<file path="src/rtl/ureg_pkg.sv">
// Shared types and encodings for the universal-register sequencer: FSM states,
// command opcodes and register mode constants.
package ureg_pkg;

    typedef enum logic [2:0] {
        StIdle    = 3'd0,
        StLoad    = 3'd1,
        StShift   = 3'd2,
        StCapture = 3'd3,
        StResp    = 3'd4
    } state_e;

    typedef enum logic [1:0] {
        OpShiftOut = 2'b00,
        OpShiftIn  = 2'b01,
        OpWrite    = 2'b10,
        OpRead     = 2'b11
    } cmd_op_e;

    localparam logic [1:0] ModeSiso = 2'b00;
    localparam logic [1:0] ModeSipo = 2'b01;
    localparam logic [1:0] ModePiso = 2'b10;
    localparam logic [1:0] ModePipo = 2'b11;

    localparam int unsigned CntW = 6;

    // Encodings above StResp are unreachable and treated as corruption.
    function automatic logic state_legal(logic [2:0] s);
        return s <= 3'd4;
    endfunction

endpackage

</file>
<file path="src/rtl/tmr_voter3.sv">
// Bitwise 2-of-3 majority voter with a disagreement flag.
module tmr_voter3 #(
    parameter int unsigned Width = 8
) (
    input  logic [Width-1:0] a_i,
    input  logic [Width-1:0] b_i,
    input  logic [Width-1:0] c_i,
    output logic [Width-1:0] y_o,
    output logic             mismatch_o
);

    assign y_o        = (a_i & b_i) | (a_i & c_i) | (b_i & c_i);
    assign mismatch_o = (a_i != b_i) || (a_i != c_i);

endmodule

</file>
<file path="src/rtl/ureg_seq_ctrl.sv">
// Command sequencer for an external universal shift register, with a
// triplicated, scrubbed state register.
module ureg_seq_ctrl
    import ureg_pkg::*;
#(
    parameter int unsigned WIDTH = 32
) (
    input  logic             clk,
    input  logic             rst,
    input  logic             cmd_valid,
    output logic             cmd_ready,
    input  logic [1:0]       cmd_op,
    input  logic [WIDTH-1:0] cmd_data,
    input  logic [5:0]       cmd_len,
    output logic             rsp_valid,
    input  logic             rsp_ready,
    output logic [WIDTH-1:0] rsp_data,
    input  logic             ser_in,
    output logic             ser_out,
    output logic             reg_enable,
    output logic [1:0]       reg_mode,
    output logic             reg_load,
    output logic             reg_serial_in,
    output logic [WIDTH-1:0] reg_parallel_in,
    input  logic             reg_serial_out,
    input  logic [WIDTH-1:0] reg_parallel_out,
    output logic             busy,
    output logic             fsm_err
);

    state_e           st_a_q, st_b_q, st_c_q, st_d, cur_st;
    logic [2:0]       st_vote;
    logic             st_mismatch, st_ok;

    cmd_op_e          op_q, op_d;
    logic [WIDTH-1:0] data_q, data_d;
    logic [CntW-1:0]  cnt_q, cnt_d;
    logic [WIDTH-1:0] cap_q, cap_d;
    logic [WIDTH-1:0] rsp_data_q, rsp_data_d;
    logic             fsm_err_q, fsm_err_d;

    logic             cmd_ready_q, cmd_ready_d;
    logic             busy_q, busy_d;
    logic             rsp_valid_q, rsp_valid_d;
    logic             reg_enable_q, reg_enable_d;
    logic             reg_load_q, reg_load_d;
    logic [1:0]       reg_mode_q, reg_mode_d;
    logic [WIDTH-1:0] reg_pin_q, reg_pin_d;
    logic             shift_out_q, shift_out_d;
    logic             shift_in_q, shift_in_d;

    tmr_voter3 #(
        .Width(3)
    ) u_state_voter (
        .a_i       (st_a_q),
        .b_i       (st_b_q),
        .c_i       (st_c_q),
        .y_o       (st_vote),
        .mismatch_o(st_mismatch)
    );

    assign st_ok  = state_legal(st_vote);
    assign cur_st = state_e'(st_vote);

    always_comb begin
        st_d       = cur_st;
        op_d       = op_q;
        data_d     = data_q;
        cnt_d      = cnt_q;
        cap_d      = cap_q;
        rsp_data_d = rsp_data_q;
        fsm_err_d  = fsm_err_q | st_mismatch;

        if (!st_ok) begin
            st_d      = StIdle;
            fsm_err_d = 1'b1;
        end else begin
            unique case (cur_st)
                StIdle: begin
                    if (cmd_valid && cmd_ready_q) begin
                        op_d   = cmd_op_e'(cmd_op);
                        data_d = cmd_data;
                        cnt_d  = (cmd_len == '0) ? CntW'(32) : cmd_len;
                        cap_d  = '0;
                        unique case (cmd_op_e'(cmd_op))
                            OpShiftOut, OpWrite: st_d = StLoad;
                            OpShiftIn:           st_d = StShift;
                            OpRead:              st_d = StCapture;
                        endcase
                    end
                end
                StLoad: st_d = (op_q == OpWrite) ? StCapture : StShift;
                StShift: begin
                    cnt_d = cnt_q - CntW'(1);
                    if (op_q == OpShiftOut) begin
                        cap_d = {cap_q[WIDTH-2:0], reg_serial_out};
                    end
                    if (cnt_q == CntW'(1)) begin
                        if (op_q == OpShiftOut) begin
                            st_d       = StResp;
                            rsp_data_d = cap_d;
                        end else begin
                            st_d = StCapture;
                        end
                    end
                end
                StCapture: begin
                    rsp_data_d = reg_parallel_out;
                    st_d       = StResp;
                end
                StResp: if (rsp_ready) st_d = StIdle;
                default: st_d = StIdle;
            endcase
        end
    end

    // Outputs are registered from the next state so they line up with the state copies.
    always_comb begin
        reg_enable_d = (st_d == StLoad) || (st_d == StShift);
        reg_load_d   = (st_d == StLoad);
        reg_pin_d    = (st_d == StLoad) ? data_d : '0;
        reg_mode_d   = reg_mode_q;
        if (st_d == StLoad) begin
            reg_mode_d = (op_d == OpWrite) ? ModePipo : ModePiso;
        end else if (st_d == StShift) begin
            reg_mode_d = (op_d == OpShiftOut) ? ModePiso : ModeSipo;
        end
        shift_out_d = (st_d == StShift) && (op_d == OpShiftOut);
        shift_in_d  = (st_d == StShift) && (op_d == OpShiftIn);
        rsp_valid_d = (st_d == StResp);
        busy_d      = (st_d != StIdle);
        cmd_ready_d = (st_d == StIdle);
    end

    always_ff @(posedge clk) begin
        if (rst) begin
            st_a_q       <= StIdle;
            st_b_q       <= StIdle;
            st_c_q       <= StIdle;
            op_q         <= OpShiftOut;
            data_q       <= '0;
            cnt_q        <= '0;
            cap_q        <= '0;
            rsp_data_q   <= '0;
            fsm_err_q    <= 1'b0;
            cmd_ready_q  <= 1'b1;
            busy_q       <= 1'b0;
            rsp_valid_q  <= 1'b0;
            reg_enable_q <= 1'b0;
            reg_load_q   <= 1'b0;
            reg_mode_q   <= ModeSiso;
            reg_pin_q    <= '0;
            shift_out_q  <= 1'b0;
            shift_in_q   <= 1'b0;
        end else begin
            st_a_q       <= st_d;
            st_b_q       <= st_d;
            st_c_q       <= st_d;
            op_q         <= op_d;
            data_q       <= data_d;
            cnt_q        <= cnt_d;
            cap_q        <= cap_d;
            rsp_data_q   <= rsp_data_d;
            fsm_err_q    <= fsm_err_d;
            cmd_ready_q  <= cmd_ready_d;
            busy_q       <= busy_d;
            rsp_valid_q  <= rsp_valid_d;
            reg_enable_q <= reg_enable_d;
            reg_load_q   <= reg_load_d;
            reg_mode_q   <= reg_mode_d;
            reg_pin_q    <= reg_pin_d;
            shift_out_q  <= shift_out_d;
            shift_in_q   <= shift_in_d;
        end
    end

    assign cmd_ready       = cmd_ready_q;
    assign busy            = busy_q;
    assign rsp_valid       = rsp_valid_q && st_ok;
    assign rsp_data        = rsp_data_q;
    assign fsm_err         = fsm_err_q;
    assign reg_enable      = reg_enable_q;
    assign reg_load        = reg_load_q;
    assign reg_mode        = reg_mode_q;
    assign reg_parallel_in = reg_pin_q;
    assign ser_out         = shift_out_q & reg_serial_out;
    assign reg_serial_in   = shift_in_q & ser_in;

endmodule

</file>
<file path="config.mk">
export PLATFORM = sky130hd
export DESIGN_NAME = ureg_seq_ctrl
export DESIGN_NICKNAME = d
export VERILOG_FILES = /design/src/rtl/ureg_pkg.sv /design/src/rtl/tmr_voter3.sv /design/src/rtl/ureg_seq_ctrl.sv
export SDC_FILE = /design/constraint.sdc
export NUM_CORES = 1
export LEC_CHECK = 0
export CELL_PAD_IN_SITES_DETAIL_PLACEMENT = 0
export CELL_PAD_IN_SITES_GLOBAL_PLACEMENT = 1
export CORE_UTILIZATION = 33
export DETAILED_ROUTE_END_ITERATION = 10
export GPL_TIMING_DRIVEN = 0
export PLACE_DENSITY_LB_ADDON = 0.05
export SKIP_CTS_REPAIR_TIMING = 1
export SLEW_MARGIN = 10
export SYNTH_ARGS = -nofsm -noshare
export SYNTH_HDL_FRONTEND = slang
export SYNTH_SLANG_ARGS = --single-unit
</file>
<file path="constraint.sdc">
create_clock -name clk -period 2 [get_ports clk]
set_input_delay 0.5 -clock clk [delete_from_list [all_inputs] [get_ports clk]]
set_output_delay 0.5 -clock clk [all_outputs]
set_load 0.05 [all_outputs]
</file>
## Word level (Yosys, flattened, before mapping)

Cells that the tools add are included.

| storage, ports and cells | value |
|---|---|
| bits in registers | 149 |
| input bits | 78 |
| word-level logic and storage cells | 88 |

| operators by class | value |
|---|---|
| add/subtract/negate cells | 1 |
| order comparisons | 1 |
| eq/ne operators | 17 |
| multiplexer cells | 28 |
| bitwise logic cells | 6 |
| reductions and logical operators | 19 |

Operator list:

| kind | count |
|---|---|
| $mux W32 | 7 |
| $pmux W32 S2 | 2 |
| $mux W3 | 5 |
| $pmux W3 S5 | 1 |
| $mux W2 | 6 |
| $mux W6 | 2 |
| $pmux W6 S2 | 1 |
| $eq A3 B2 Y1 const B | 3 |
| $pmux W3 S3 | 1 |
| $eq A2 B2 Y1 const B | 4 |
| $eq A3 B1 Y1 const B | 2 |
| $eq A3 B3 Y1 const B | 2 |
| $eq A6 B1 Y1 const B | 1 |
| $logic_not A2 Y1 | 3 |
| $logic_not A3 Y1 | 2 |
| $logic_not A6 Y1 | 1 |
| $ne A2 B2 Y1 const B | 3 |
| $or A3 B3 Y3 | 2 |
| $reduce_bool A2 Y1 | 3 |
| $sub A6 B1 Y6 const B | 1 |
| $eq A2 B1 Y1 const B | 2 |
| $logic_and A1 B1 Y1 | 4 |
| $reduce_and A4 Y1 | 1 |
| $reduce_or A2 Y1 | 2 |
| 8 further kinds | 11 |

## Longest topological paths before layout

| depth | value |
|---|---|
| depth in word-level cells | 10 |
| gate-level depth with buffers | 9 |
| gate-level depth less buffers | 7 |

## Cells and area by module

Synthesis repeated with hierarchy kept, for this count alone.

| unflattened totals | value |
|---|---|
| cell total of the unflattened synthesis | 665 |
| area, all modules | 6010.8 um^2 |

By module, submodules not included:

| module | instances | cells each | area an instance (um^2) | sequential area each (um^2) |
|---|---|---|---|---|
| ureg_seq_ctrl | 1 | 653 | 5895.7 | 2982.9 |
| tmr_voter3 | 1 | 12 | 115.1 | 0.0 |

## Worst setup path before layout

OpenSTA, ideal clock, no wires.

| timing path | value |
|---|---|
| path type | reg2reg |
| start point | reg cmd_ready_q (netlist: cmd_ready) |
| end point | reg reg_pin_q[10] (netlist: reg_parallel_in[10]) |
| library setup time | 74 ps |
| arrival | 2083 ps |
| required time | 1926 ps |
| setup slack | -157 ps |
| cell stages (with the launch flop) | 9 |
| cells stage by stage | dfxtp_1 nand2_1 or4_1 buf_2 o211a_4 nand2b_4 buf_6 buf_6 nor3_2 |

| on the way | value |
|---|---|
| longest elaborated chain between the ends | 7 |
| elaborated cells between the ends (all ways) | 10 |

Ends and longest elaborated chain:

| what | line | text |
|---|---|---|
| from (decl) | ureg_seq_ctrl.sv:42 | `logic cmd_ready_q, cmd_ready_d;` |
| from (signal assigned) | ureg_seq_ctrl.sv:165 | `cmd_ready_q <= cmd_ready_d;` |
| $logic_and A1 B1 Y1 * | ureg_seq_ctrl.sv:80 | `if (cmd_valid && cmd_ready_q) begin` |
| $mux W3 | ureg_seq_ctrl.sv:80 |  |
| $pmux W3 S5 | ureg_seq_ctrl.sv:78 | `unique case (cur_st)` |
| $mux W3 | ureg_seq_ctrl.sv:74 | `if (!st_ok) begin` |
| $eq A3 B1 Y1 | ureg_seq_ctrl.sv:121 | `reg_pin_d = (st_d == StLoad) ? data_d : '0;` |
| $not A1 Y1 (no line) | n/a |  |
| $reduce_or A2 Y1 (no line) | n/a |  |
| to (signal assigned) | ureg_seq_ctrl.sv:171 | `reg_pin_q <= reg_pin_d;` |
| to (decl) | ureg_seq_ctrl.sv:48 | `logic [WIDTH-1:0] reg_pin_q, reg_pin_d;` |

Every way passes the cells marked *; elsewhere a longest branch is shown, timed or not.
A chain may end at the register's enable or synchronous reset.

## Worst setup path after layout

| timing path | value |
|---|---|
| start point | reg cnt_q[1] |
| end point | reg rsp_data_q[31] (netlist: rsp_data[31]) |

| on the way | value |
|---|---|
| longest elaborated chain between the ends | 3 |

Ends and longest elaborated chain:

| what | line | text |
|---|---|---|
| from (decl) | ureg_seq_ctrl.sv:37 | `logic [CntW-1:0] cnt_q, cnt_d;` |
| from (signal assigned) | ureg_seq_ctrl.sv:161 | `cnt_q <= cnt_d;` |
| $eq A6 B1 Y1 | ureg_seq_ctrl.sv:98 | `if (cnt_q == CntW'(1)) begin` |
| $ne A2 B2 Y1 (no line) | n/a |  |
| $reduce_and A4 Y1 (no line) | n/a |  |
| to (signal assigned) | ureg_seq_ctrl.sv:163 | `rsp_data_q <= rsp_data_d;` |
| to (decl) | ureg_seq_ctrl.sv:39 | `logic [WIDTH-1:0] rsp_data_q, rsp_data_d;` |

Every way passes these cells.

==> PnR_summary.wiki <==
{| class="wikitable"
! Metric !! Value
|-
| Overall global routing resource usage || 0.178
|-
| Hold slack || 0.445 ns
|-
| Rel. slew slack || 0.331
|-
| Post-Route Skew || 0.0141 ns
|-
| Share of power burned in registers || 0.378
|-
| Yosys reg bits || 149
|-
| Final global-route overflow total || 0
|-
| WL final || 16.9 mm
|-
| Switch share || 0.312
|-
| Number of buffers inserted during clock tree synthesis || 17
|-
| Vias in the first global route || 5097
|-
| Vias per cell || 4.89
|-
| Share of power burned in the clock network || 0.366
|-
| Ranking of synthesized cells by area || sky130_fd_sc_hd__dfxtp_1 50%, sky130_fd_sc_hd__mux2i_1 11%, sky130_fd_sc_hd__nor2_1 6.7%
|-
| Register area share after synthesis || 0.500
|-
| Setup repair after global routing missed its margin || yes
|-
| CTS H-tree lvls || 4
|-
| Mean instance size in the synthesized netlist || 9.24 um^2
|-
| CTS tree || done
|-
| Combinational power share || 0.256
|-
| Switching power total || 0.00270 W
|-
| Critical setup path kind || register to register
|-
| Pin count of the biggest net entering global routing || 17
|-
| Final Wtd Congestion || 0.755
|-
| Number of buffer cells added on primary ports || 150
|-
| Leakage power || 4.96 nW
|-
| Count of distinct cell types in the synthesized netlist || 43
|-
| Total via count after detailed routing || 5229
|-
| Highest cell delay on the worst timing path || 0.50 ns
|-
| Starting DRC count in detailed routing || 257
|-
| Worst Reg-to-Reg Cells || 9
|-
| CTS clk-pin slew, worst paths || 0.06 ns
|-
| Clock Sink Count || 149
|-
| Tightest Pin Transition || 1.00 ns
|-
| Vert. Die Dim || 136 um
|-
| Arrival time at the worst endpoint || 2.31 ns
|-
| Count of endpoints failing hold in the final timing report || 0
|-
| Router iterations before antenna repair || 4
|-
| Core area || 17500 um^2
|-
| Final nets || 911
|-
| Share of cells above drive strength 1 || 0.203
|-
| Die X-Extent || 136 um
|-
| YS warnings || 0
|-
| Ratio of final minimum period to clock period || 1.02
|-
| Number of pins with negative max-slew slack in the final report || 0
|-
| Root buffer cell || sky130_fd_sc_hd__clkbuf_16
|-
| Layout fillers || 1550
|-
| Peak supply drop || 0.665 mV
|-
| Later-pin clock latency in the skew report || 0.42 ns
|-
| Nature of the critical path startpoint || register
|-
| Std-Cell Rows || 48
|-
| Detailed-route wire length per cell || 15.8 um
|-
| Number of maximum-capacitance violations || 0
|-
| Final critical path time including I/O delays and setup || 2.04 ns
|-
| Run status || finished, violations left
|-
| Biggest area consumer among synthesized cells || sky130_fd_sc_hd__dfxtp_1
|-
| Nets in the synthesized netlist || 726
|-
| Final-layout setup total negative slack || -0.174 ns
|-
| Antenna-violating nets left || 0
|-
| Wire length of the first global-routing pass || 25.5 mm
|-
| Netlist Area Pre-Place || 5970 um^2
|-
| Slowest cell on the critical path || sky130_fd_sc_hd__or3b_4
|-
| Power density over the cells || 932 nW/um^2
|-
| Crit path cell chain || inv_2 > ha_4 > nor3b_4 > a31oi_4 > or3b_4 > buf_6 > clkbuf_16 > nand2_2 > a21oi_1
|-
| Ports placed on the boundary || 152
|-
| Final setup slack of the worst path || -0.0392 ns
|-
| Initial core utilization || 0.341
|-
| Setup crit end kind || register
|-
| Area growth syn-to-layout || 55.3%
|-
| HP Class || register to register
|-
| Highest net fanout along the worst path || 6
|-
| Buffer levels on the longest clock path || 2
|-
| Endpoints failing setup || 9
|-
| Post-Synthesis Cells || 646
|-
| Number of instances on the worst hold path || 2
|-
| Final Core Density || 0.530
|-
| Peak clock frequency supported by timing || 0.490 GHz
|-
| Critical Path RT || 2.28 ns
|-
| Top-area cell type share of the netlist area || 0.500
|-
| Die area || 18600 um^2
|-
| Initial antenna violation count || 0
|-
| Total inserted antenna cells || 0
|-
| Dpl ws || -0.767 ns
|-
| DRC violation count after routing || 0
|-
| Violated checks || setup timing
|-
| Placed wire-length estimate after detailed placement || 11.6 mm
|-
| Internal power of the cells || 0.00595 W
|}
cells in the final DEF (no fill, tap or decap), types with 3 or more instances in the layout:
cell type,synthesis,routed
sky130_fd_sc_hd__a21oi_1,41,32
sky130_fd_sc_hd__a211oi_1,4,4
sky130_fd_sc_hd__nor3_2,29,15
sky130_fd_sc_hd__buf_12,0,4
sky130_fd_sc_hd__mux2i_4,0,3
sky130_fd_sc_hd__nor2_1,107,107
sky130_fd_sc_hd__nand2_2,0,3
sky130_fd_sc_hd__clkbuf_16,0,21
sky130_fd_sc_hd__buf_2,7,8
sky130_fd_sc_hd__clkinv_2,0,5
sky130_fd_sc_hd__clkbuf_2,0,6
sky130_fd_sc_hd__a21oi_2,1,10
sky130_fd_sc_hd__o211ai_1,32,32
sky130_fd_sc_hd__clkbuf_1,43,26
sky130_fd_sc_hd__nor3_1,6,6
sky130_fd_sc_hd__mux2i_1,66,53
sky130_fd_sc_hd__a31oi_1,34,32
sky130_fd_sc_hd__nor3_4,1,15
sky130_fd_sc_hd__dlymetal6s2s_1,0,73
sky130_fd_sc_hd__nand2_1,71,59
sky130_fd_sc_hd__buf_4,0,13
sky130_fd_sc_hd__nor3b_4,0,3
sky130_fd_sc_hd__inv_6,0,3
sky130_fd_sc_hd__clkinvlp_4,0,3
sky130_fd_sc_hd__inv_1,4,3
sky130_fd_sc_hd__nand2_4,0,9
sky130_fd_sc_hd__clkdlybuf4s50_1,0,75
sky130_fd_sc_hd__dfxtp_1,149,145
sky130_fd_sc_hd__mux2i_2,0,10
sky130_fd_sc_hd__buf_6,5,8
worst max-delay path: cells and delay by family (launching register included):
kind	cells	cell delay, ns
simple gates	3	0.85
fa+ha+maj	1	0.13
flops	1	0.34
buf+inv	3	0.40
compound gates	2	0.19
final cells by class:
type / count / area [um^2] / share of cell area
Timing Repair Buffer: 167 / 1900 / 0.205
Buffer: 55 / 352 / 0.0379
Sequential cell: 149 / 2990 / 0.323
Inverter: 4 / 15.0 / 0.00162
Multi-Input combinational cell: 437 / 3150 / 0.340
Tap cell: 225 / 282 / 0.0304
Clock inverter: 15 / 154 / 0.0166
Clock buffer: 17 / 425 / 0.0459
per-layer routing:
metal / wire (um) / share of wire / track usage
met5: 0 / 0 / 0
met4: 204 / 0.012 / 0.0667
met3: 1100 / 0.065 / 0.0556
met2: 8050 / 0.48 / 0.291
met1: 7530 / 0.45 / 0.219
synthesized netlist by cell type (all sizes together):
| library cell | n |
|---|---|
| dfxtp | 149 |
| clkbuf | 43 |
| nand3 | 1 |
| and3b | 1 |
| nand4b | 2 |
| or3b | 2 |
| o211a | 1 |
| a211oi | 4 |
| nor2b | 2 |
| xnor2 | 1 |
| nor3b | 5 |
| and2 | 3 |
| a2111oi | 1 |
| or4 | 2 |
| nor2 | 108 |
| o21bai | 1 |
| o211ai | 32 |
| nand3b | 1 |
| a31o | 1 |
| a222oi | 1 |
| inv | 4 |
| a221oi | 2 |
| or4b | 1 |
| a311oi | 1 |
| o21ai | 2 |
| nand2 | 71 |
| and3 | 2 |
| mux2i | 66 |
| nor3 | 36 |
| a21oi | 42 |
| a31oi | 34 |
| a21o | 1 |
| buf | 15 |
| nor4 | 3 |
| nand2b | 3 |
| ha | 2 |
metrics by stage:
stage                     instances  area, um^2  power (W)
final                          1069        9270    0.00864
after global routing           1069        9270    0.00902
after CTS                      1053        8340    0.00823
after detailed placement       1021        7760    0.00505
after global placement         1021        7760    0.00503
after floorplan                 646        5970    0.00447
power by group through the flow:
| stage | combinational (W) | clock [W] | sequential (W) |
|---|---|---|---|
| 6_report | 0.00221 | 0.00317 | 0.00326 |
| 3_5_place_dp | 0.00174 | 0 | 0.00330 |
| 2_1_floorplan | 0.000982 | 0 | 0.00349 |
| 5_1_grt | 0.00236 | 0.00338 | 0.00328 |
| 4_1_cts | 0.00175 | 0.00324 | 0.00324 |
| 3_3_place_gp | 0.00173 | 0 | 0.00330 |
sequential cells by signal, summed over array words and instances, names as in the netlist, 2 cells and up:
name	flops
data_q	32
rsp_data	32
op_q	2
reg_mode	2
reg_parallel_in	32
cnt_q	6
cap_q	32
st_c_q	3
cell families (layout without fill, tap and decap cells):
kind of cell / after synthesis / in the layout / share of synthesized area
flops: 149 / 149 / 0.500
mux: 66 / 66 / 0.111
simple gates: 243 / 244 / 0.204
fa+ha+maj: 2 / 2 / 0.00419
compound gates: 123 / 124 / 0.133
xor+xnor: 1 / 1 / 0.00147
buf+inv: 62 / 258 / 0.0467
final timing paths:
path / from / endpoint / slack [ns]
setup / recovery: cnt_q[1]$_SDFFE_PP0P_ / rsp_data[31]$_SDFFE_PP0P_ / -0.04
hold / removal: fsm_err$_SDFFE_PP0P_ / fsm_err$_SDFFE_PP0P_ / 0.45
setup reg to reg: cnt_q[1]$_SDFFE_PP0P_ / rsp_data[31]$_SDFFE_PP0P_ / -0.04
hold reg to reg: fsm_err$_SDFFE_PP0P_ / fsm_err$_SDFFE_PP0P_ / 0.45
No activity file was read; power rests on OpenSTA's default activity.
